`src/rtl/switch_input_if.sv`:
```
`default_nettype none
// ============================================================================
//  Module : switch_input_if
//  Brief  : IO-read bus between the memory/IO mux and the switch peripheral.
//  Rev    : 1.0  initial release
// ============================================================================
interface switch_input_if;
   logic        switch_cs;
   logic        io_read;
   logic [3:0]  addr_low;
   logic [15:0] rdata;

   modport master (
      output switch_cs,
      output io_read,
      output addr_low,
      input  rdata
   );

   modport slave (
      input  switch_cs,
      input  io_read,
      input  addr_low,
      output rdata
   );
endinterface
`default_nettype wire

```
`src/rtl/switch_input.sv`:
```
`default_nettype none
// ============================================================================
//  Module : switch_input
//  Brief  : Synchronised, debounced board switches and confirm key with a
//           sticky key flag, read over the IO bus. Define SWITCH_PRESS_CNT_EN
//           to add an 8-bit key press counter readable at offset 0x8.
//  Rev    : 1.0  initial release
// ============================================================================
module switch_input #(
   parameter int SW_W   = 16,
   parameter int DB_CNT = 100000,
   parameter int CNT_W  = 17
) (
   input  wire            clk,
   input  wire            rst_n,
   input  wire [SW_W-1:0] sw_raw,
   input  wire            key_raw,
   switch_input_if.slave  bus
);

   localparam logic [CNT_W-1:0] c_cnt_last = CNT_W'(DB_CNT - 1);
   localparam logic [CNT_W-1:0] c_cnt_one  = CNT_W'(1);

   logic [SW_W-1:0]  r_sw_s1;
   logic [SW_W-1:0]  r_sw_s2;
   logic [SW_W-1:0]  r_sw_s2_d;
   logic [SW_W-1:0]  r_sw_db;
   logic [CNT_W-1:0] r_sw_cnt;

   logic             r_key_s1;
   logic             r_key_s2;
   logic             r_key_s2_d;
   logic             r_key_db;
   logic [CNT_W-1:0] r_key_cnt;
   logic             r_key_flag;

   logic             w_sw_idle;
   logic             w_sw_upd;
   logic             w_key_idle;
   logic             w_key_upd;
   logic             w_key_rise;
   logic             w_rd_hit;
   logic             w_stat_clr;
   logic [15:0]      w_sw_ext;
   logic [15:0]      w_rdata;

   // Counter only runs while the synchronised input is steady and differs
   // from the debounced value; any change restarts the stability window.
   assign w_sw_idle  = (r_sw_s2 == r_sw_db) || (r_sw_s2 != r_sw_s2_d);
   assign w_sw_upd   = !w_sw_idle && (r_sw_cnt == c_cnt_last);
   assign w_key_idle = (r_key_s2 == r_key_db) || (r_key_s2 != r_key_s2_d);
   assign w_key_upd  = !w_key_idle && (r_key_cnt == c_cnt_last);
   assign w_key_rise = w_key_upd && r_key_s2;

   assign w_rd_hit   = bus.switch_cs && bus.io_read;
   assign w_stat_clr = w_rd_hit && (bus.addr_low == 4'h4);

   always_ff @(posedge clk) begin
      if (!rst_n) begin
         r_sw_s1    <= '0;
         r_sw_s2    <= '0;
         r_sw_s2_d  <= '0;
         r_sw_db    <= '0;
         r_sw_cnt   <= '0;
         r_key_s1   <= 1'b0;
         r_key_s2   <= 1'b0;
         r_key_s2_d <= 1'b0;
         r_key_db   <= 1'b0;
         r_key_cnt  <= '0;
         r_key_flag <= 1'b0;
      end else begin
         r_sw_s1    <= sw_raw;
         r_sw_s2    <= r_sw_s1;
         r_sw_s2_d  <= r_sw_s2;
         r_key_s1   <= key_raw;
         r_key_s2   <= r_key_s1;
         r_key_s2_d <= r_key_s2;

         if (w_sw_idle) begin
            r_sw_cnt <= '0;
         end else if (w_sw_upd) begin
            r_sw_db  <= r_sw_s2;
            r_sw_cnt <= '0;
         end else begin
            r_sw_cnt <= r_sw_cnt + c_cnt_one;
         end

         if (w_key_idle) begin
            r_key_cnt <= '0;
         end else if (w_key_upd) begin
            r_key_db  <= r_key_s2;
            r_key_cnt <= '0;
         end else begin
            r_key_cnt <= r_key_cnt + c_cnt_one;
         end

         // A press landing on the same edge as a status read must not be lost.
         if (w_key_rise) begin
            r_key_flag <= 1'b1;
         end else if (w_stat_clr) begin
            r_key_flag <= 1'b0;
         end
      end
   end

`ifdef SWITCH_PRESS_CNT_EN
   logic [7:0] r_press_cnt;

   always_ff @(posedge clk) begin
      if (!rst_n) begin
         r_press_cnt <= 8'h00;
      end else if (w_key_rise) begin
         r_press_cnt <= r_press_cnt + 8'h01;
      end
   end
`endif

   always_comb begin
      w_sw_ext             = 16'h0000;
      w_sw_ext[SW_W-1:0]   = r_sw_db;
      w_rdata              = 16'h0000;
      if (rst_n && w_rd_hit) begin
         case (bus.addr_low)
            4'h0:    w_rdata = w_sw_ext;
            4'h4:    w_rdata = {15'b0, r_key_flag};
`ifdef SWITCH_PRESS_CNT_EN
            4'h8:    w_rdata = {8'h00, r_press_cnt};
`endif
            default: w_rdata = 16'h0000;
         endcase
      end
   end

   assign bus.rdata = w_rdata;

endmodule
`default_nettype wire

```
`src/flat_wrapper.sv`:
```
// flat-port wrapper written by rule: the top's interface ports become plain ports
module switch_input_flat 
#(
   parameter int SW_W   = 16,
   parameter int DB_CNT = 100000,
   parameter int CNT_W  = 17
)
  (clk, rst_n, sw_raw, key_raw, bus_switch_cs, bus_io_read, bus_addr_low, bus_rdata);
  switch_input_if bus_i ();
  input  wire clk;
  input  wire rst_n;
  input  wire [SW_W-1:0] sw_raw;
  input  wire key_raw;
  input wire logic [$bits(bus_i.switch_cs)-1:0] bus_switch_cs;
  input wire logic [$bits(bus_i.io_read)-1:0] bus_io_read;
  input wire logic [$bits(bus_i.addr_low)-1:0] bus_addr_low;
  output wire logic [$bits(bus_i.rdata)-1:0] bus_rdata;
  assign bus_i.switch_cs = bus_switch_cs;
  assign bus_i.io_read = bus_io_read;
  assign bus_i.addr_low = bus_addr_low;
  assign bus_rdata = bus_i.rdata;
  switch_input #(.SW_W(SW_W), .DB_CNT(DB_CNT), .CNT_W(CNT_W)) u_core (.clk(clk), .rst_n(rst_n), .sw_raw(sw_raw), .key_raw(key_raw), .bus(bus_i));
endmodule
```
`config.mk`:
```
export PLATFORM = sky130hd
export DESIGN_NAME = switch_input_flat
export DESIGN_NICKNAME = d
export VERILOG_FILES = /design/src/rtl/switch_input_if.sv /design/src/rtl/switch_input.sv /design/src/flat_wrapper.sv
export SDC_FILE = /design/constraint.sdc
export NUM_CORES = 1
export LEC_CHECK = 0
export CAP_MARGIN = 15
export CORE_ASPECT_RATIO = 0.8
export CORE_MARGIN = 3
export CORE_UTILIZATION = 40
export DETAILED_ROUTE_END_ITERATION = 10
export SLEW_MARGIN = 5
export SYNTH_ARGS = -nofsm -noshare
export SYNTH_HDL_FRONTEND = slang
export SYNTH_SLANG_ARGS = --single-unit
```
`constraint.sdc`:
```
create_clock -name clk -period 4.1 [get_ports clk]
set_clock_uncertainty 0.05 [all_clocks]
set_input_delay 1.23 -clock clk [delete_from_list [all_inputs] [get_ports clk]]
set_output_delay 1.23 -clock clk [all_outputs]
set_load 0.03 [all_outputs]
```
Word level (Yosys, flattened, before mapping) --
Index checks and enable logic that the tools add are counted.
Operators by class: bitwise logic cells 3, muxes and demuxes 4, reductions and logical operators 16, $add $sub $neg 2, equal/unequal tests 7
Operators with widths (number):
- $add A17 B1 Y17 const B | 2
- $eq A17 B17 Y1 const B | 2
- $pmux W16 S2 | 1
- $eq A16 B16 Y1 | 1
- $mux W16 | 1
- $ne A16 B16 Y1 | 1
- $logic_and A1 B1 Y1 | 6
- $reduce_or A3 Y1 | 2
- $eq A4 B3 Y1 const B | 1
- $logic_not A4 Y1 | 1
- $reduce_and A2 Y1 | 2
- $not A1 Y1 | 3
- $logic_not A1 Y1 | 2
- $logic_or A1 B1 Y1 | 2
- $mux W1 | 2
- $reduce_bool A2 Y1 | 1
- $eq A1 B1 Y1 | 1
- $ne A1 B1 Y1 | 1
Storage, ports and cells: bits in registers 103, output and inout bits 16, input port bits 25

Longest topological paths before layout --
depth after elaboration 6, depth in mapped cells 8, gate-level depth less buffers 6

Worst setup path after synthesis --
No wires, ideal clock.
path type input to output, from input bus_addr_low[1], to output bus_rdata[10], cell stages on the path 5, path slack 0.463 ns, arrival time 2.357 ns, path buffers 1, data required time 2.820 ns, path through nor4_1 nand2_1 nor2_1 clkbuf_1 and2_1
On the way: longest elaborated chain between the ends 3, elaborated cells between the ends (all ways) 4
RTL lines:
- from (decl) | line flat_wrapper.sv:16 | input wire logic [$bits(bus_i.addr_low)-1:0] bus_addr_low;
- $eq A4 B3 Y1 or $logic_not A4 Y1 (tied branches) | line switch_input.sv:123 | case (bus.addr_low)
- $pmux W16 S2 (*) | line switch_input.sv:123
- $mux W16 (*) | line switch_input.sv:122 | if (rst_n && w_rd_hit) begin
- to (decl) | line flat_wrapper.sv:17 | output wire logic [$bits(bus_i.rdata)-1:0] bus_rdata;
Every way passes the cells marked *; elsewhere a longest branch is shown, timed or not.

Worst setup path after layout --
from input bus_addr_low[1], to output bus_rdata[4]
The elaborated chain is that of the path after synthesis.

==> insert_results.sql <==
INSERT INTO impl_metrics (metric_group, metric, value, unit) VALUES
('run_status', 'run_status', 'finished, final reports clean', ''),
('logic_synthesis', 'post_synth_num_cell_types', '31', ''),
('floorplanning', 'initial_utilization', '41.5', '%'),
('sta', 'final-max-slew-violation-count', '0', ''),
('critical_path', 'path_depth', '7', ''),
('critical_path', 'critical_path.max_stage_delay', '0.43', 'ns'),
('cts', 'clk_pin_slew', '0.06', 'ns'),
('critical_path', 'cp_cell_sequence', 'clkdlybuf4s50_1, nor4_2, nand2_1, nor2_1, buf_4, and2_1, buf_4', ''),
('critical_path', 'path_max_fanout', '15', ''),
('sta', 'fmax', '252', 'MHz'),
('floorplanning', 'die_width', '119', 'um'),
('logic_synthesis', 'synth_top_cell_by_area', 'dfxtp_1', ''),
('worst_hold_path', 'hold_class', 'flip-flop to flip-flop', ''),
('cts', 'cts_max_level', '3', ''),
('place', 'worst_slack_placed', '0.0445', 'ns'),
('cts', 'cts_post_setup_buffers_inserted', '0', ''),
('critical_path', 'critPathMostFrequentCell', 'buf_4', ''),
('global_routing', 'globalRoute.totalOverflow', '0', ''),
('floorplanning', 'floorplan_row_count', '32', ''),
('floorplanning', 'core', '0.00977', 'mm2'),
('pwr', 'leakage', '2.04', 'nW'),
('floorplanning', 'chipHeight', '96.1', 'um'),
('detailed_routing', 'drt-total-wl', '7.22', 'mm'),
('logic_synthesis', 'synth.net_count', '443', ''),
('sta', 'final-hold-violation-count', '0', ''),
('critical_path', 'critical_path.n_buffers_inverters', '3', ''),
('critical_path', 'rr_worst_depth', '6', ''),
('detailed_routing', 'drcViolationCount', '0', ''),
('detailed_routing', 'avgViaCountPerCell', '4.42', ''),
('layout', 'final.fill_count', '962', ''),
('logic_synthesis', 'synth_enable_flop_cells', '0', ''),
('logic_synthesis', 'synthArstFlopShare', '0', '%'),
('logic_synthesis', 'synthTopCellsByArea', 'dfxtp_1 51%, and2_1 7.9%, xor2_1 6.9%, xnor2_1 6.5%, mux2i_1 4.2%', ''),
('logic_synthesis', 'synth.avg_cell_area', '9.75', 'um2'),
('critical_path', 'critical_path.slowest_cell', 'clkdlybuf4s50_1', ''),
('logic_synthesis', 'syn-instance-count', '416', ''),
('detailed_routing', 'drt-initial-drc-count', '88', ''),
('global_routing', 'pin_count_of_the_biggest_net_entering_global_routing', '72', ''),
('sta', 'tns_setup', '0', 'ns'),
('sta', 'period_share', '96.6', '%'),
('cts', 'clkLatencyLatePin', '0.34', 'ns'),
('place', 'routabilityCongestion', '0.708', ''),
('layout', 'share_of_cells_above_drive_strength_1', '9.11', '%'),
('pwr', 'vdd_drop_max', '0.236', 'mV'),
('sta', 'grt_setup_unrepaired', 'no', ''),
('cts', 'clock_tree.buffer_depth', '2', ''),
('logic_synthesis', 'post-synth-top-area-fraction', '50.8', '%'),
('cts', 'tritoncts', 'built', ''),
('layout', 'insertedDiodeCount', '0', ''),
('sta', 'timing.final.crit_period', '3.96', 'ns'),
('logic_synthesis', 'synth.yosys.warnings', '0', ''),
('global_routing', 'grt_antenna_before_repair', '0', ''),
('worst_hold_path', 'min_delay_path_depth', '1', ''),
('sta', 'report.final.setup_viol', '0', ''),
('logic_synthesis', 'synth_seq_area_share', '50.8', '%'),
('floorplanning', 'floorplan.die_area', '0.0114', 'mm2'),
('sta', 'layout_setup_ws', '0.138', 'ns'),
('critical_path', 'cp_top_family', 'buffers and inverters', ''),
('detailed_routing', 'vias', '2641', ''),
('critical_path', 'setup.worst_path.end_class', 'output pin', ''),
('place', 'port_buffers', '40', ''),
('sta', 'slew_headroom', '57.5', '%'),
('place', 'detailedPlacementHpwl', '5.09', 'mm'),
('cts', 'cts_hold_buf', '0', ''),
('detailed_routing', 'antenna_left', '0', ''),
('detailed_routing', 'wl_per_cell', '12.1', 'um'),
('critical_path', 'critical_path.startpoint_type', 'input port', ''),
('pwr', 'p_per_area', '401', 'mW/mm2'),
('layout', 'synthToLayoutAreaGrowth', '18.8', '%'),
('critical_path', 'critPathKind', 'input port to output pin', ''),
('logic_synthesis', 'netlist_top_cells_count', '103 x dfxtp_1, 51 x and2_1, 45 x nand2_1, 44 x nor2_1, 32 x xor2_1', '');
==> state kept, by name, indices dropped and copies added (netlist names) <==
name and cells:
u_core.r_key_cnt 17, u_core.r_sw_cnt 17, u_core.r_sw_db 16, u_core.r_sw_s1 16, u_core.r_sw_s2 16, u_core.r_sw_s2_d 16
u_core.r_key_db 1, u_core.r_key_flag 1, u_core.r_key_s1 1, u_core.r_key_s2 1, u_core.r_key_s2_d 1
==> path summary, 6_finish.rpt <==
check	from	to	slack, ns
worst max-delay path	bus_addr_low[1]	bus_rdata[4]	0.14
worst min-delay path	u_core.r_sw_s1[4]	u_core.r_sw_s2[4]	0.38
worst max register to register	u_core.r_sw_cnt[0]	u_core.r_sw_db[11]	2.08
worst min register to register	u_core.r_sw_s1[4]	u_core.r_sw_s2[4]	0.38
==> power breakdown <==
part           internal (mW)  switching, mW  total (mW)
clock network          0.471          0.350       0.820
logic                 0.0434         0.0356      0.0790
registers               1.02         0.0124        1.03
total                   1.53          0.398        1.93
==> per-layer routing <==
layer	GRT usage (%)	wire length (um)	vias up
li1	-	-	1422
met1	18.2	3850	1182
met2	20.7	2990	30
met3	4.99	319	7
met4	4.05	69	0
met5	0	0	-
==> area by class of cell <==
cell class              instances  area (um2)  area share [%]
inverters                      21        78.8            1.64
clock buffers                  10         229            4.75
repair buffers                 42         370            7.68
clock inverters                 6        61.3            1.27
flip-flops and latches        103        2060            42.8
multi-input cells             279        1850            38.3
well taps                     136         170            3.53
==> cells by family after synthesis <==
| family | Yosys count | synth area share, % |
|---|---|---|
| fa+ha+maj | 2 | 0.617 |
| buf+inv | 34 | 3.79 |
| compound gates | 4 | 0.678 |
| xor+xnor | 62 | 13.4 |
| mux | 17 | 4.19 |
| simple gates | 194 | 26.5 |
| flops | 103 | 50.8 |
==> repair_timing <==
action                                 4_1_cts  5_1_grt
resized for setup                            0        1
endpoints found under the hold margin        0        0
setup endpoints to repair                    0       15
==> through the flow <==
stage / hold slack (ns) / instances / utilization [%] / total power [mW] / area [um2]
after global placement: 0.367 / 581 / 46.3 / 1.13 / 4520
after CTS: 0.385 / 597 / 49.3 / 1.96 / 4810
after global routing: 0.402 / 597 / 49.3 / 2.01 / 4820
final: 0.382 / 597 / 49.3 / 1.93 / 4820
after detailed placement: 0.369 / 581 / 46.3 / 1.14 / 4520
after floorplan: 0.362 / 416 / - / 1.10 / 4060
==> placed cells by master, fill, tap and decap left out, types with 4 or more instances in the layout <==
cell	n
dfxtp_1	103
nor2_1	44
and2_1	51
xor2_1	32
xnor2_1	30
nand4_1	10
buf_4	18
and3_1	5
inv_1	21
clkbuf_16	9
nand2_1	45
nand3_1	11
nor4_1	4
clkdlybuf4s50_1	23
mux2i_1	17
and4_1	7
Power figures use the tool's default switching activity.
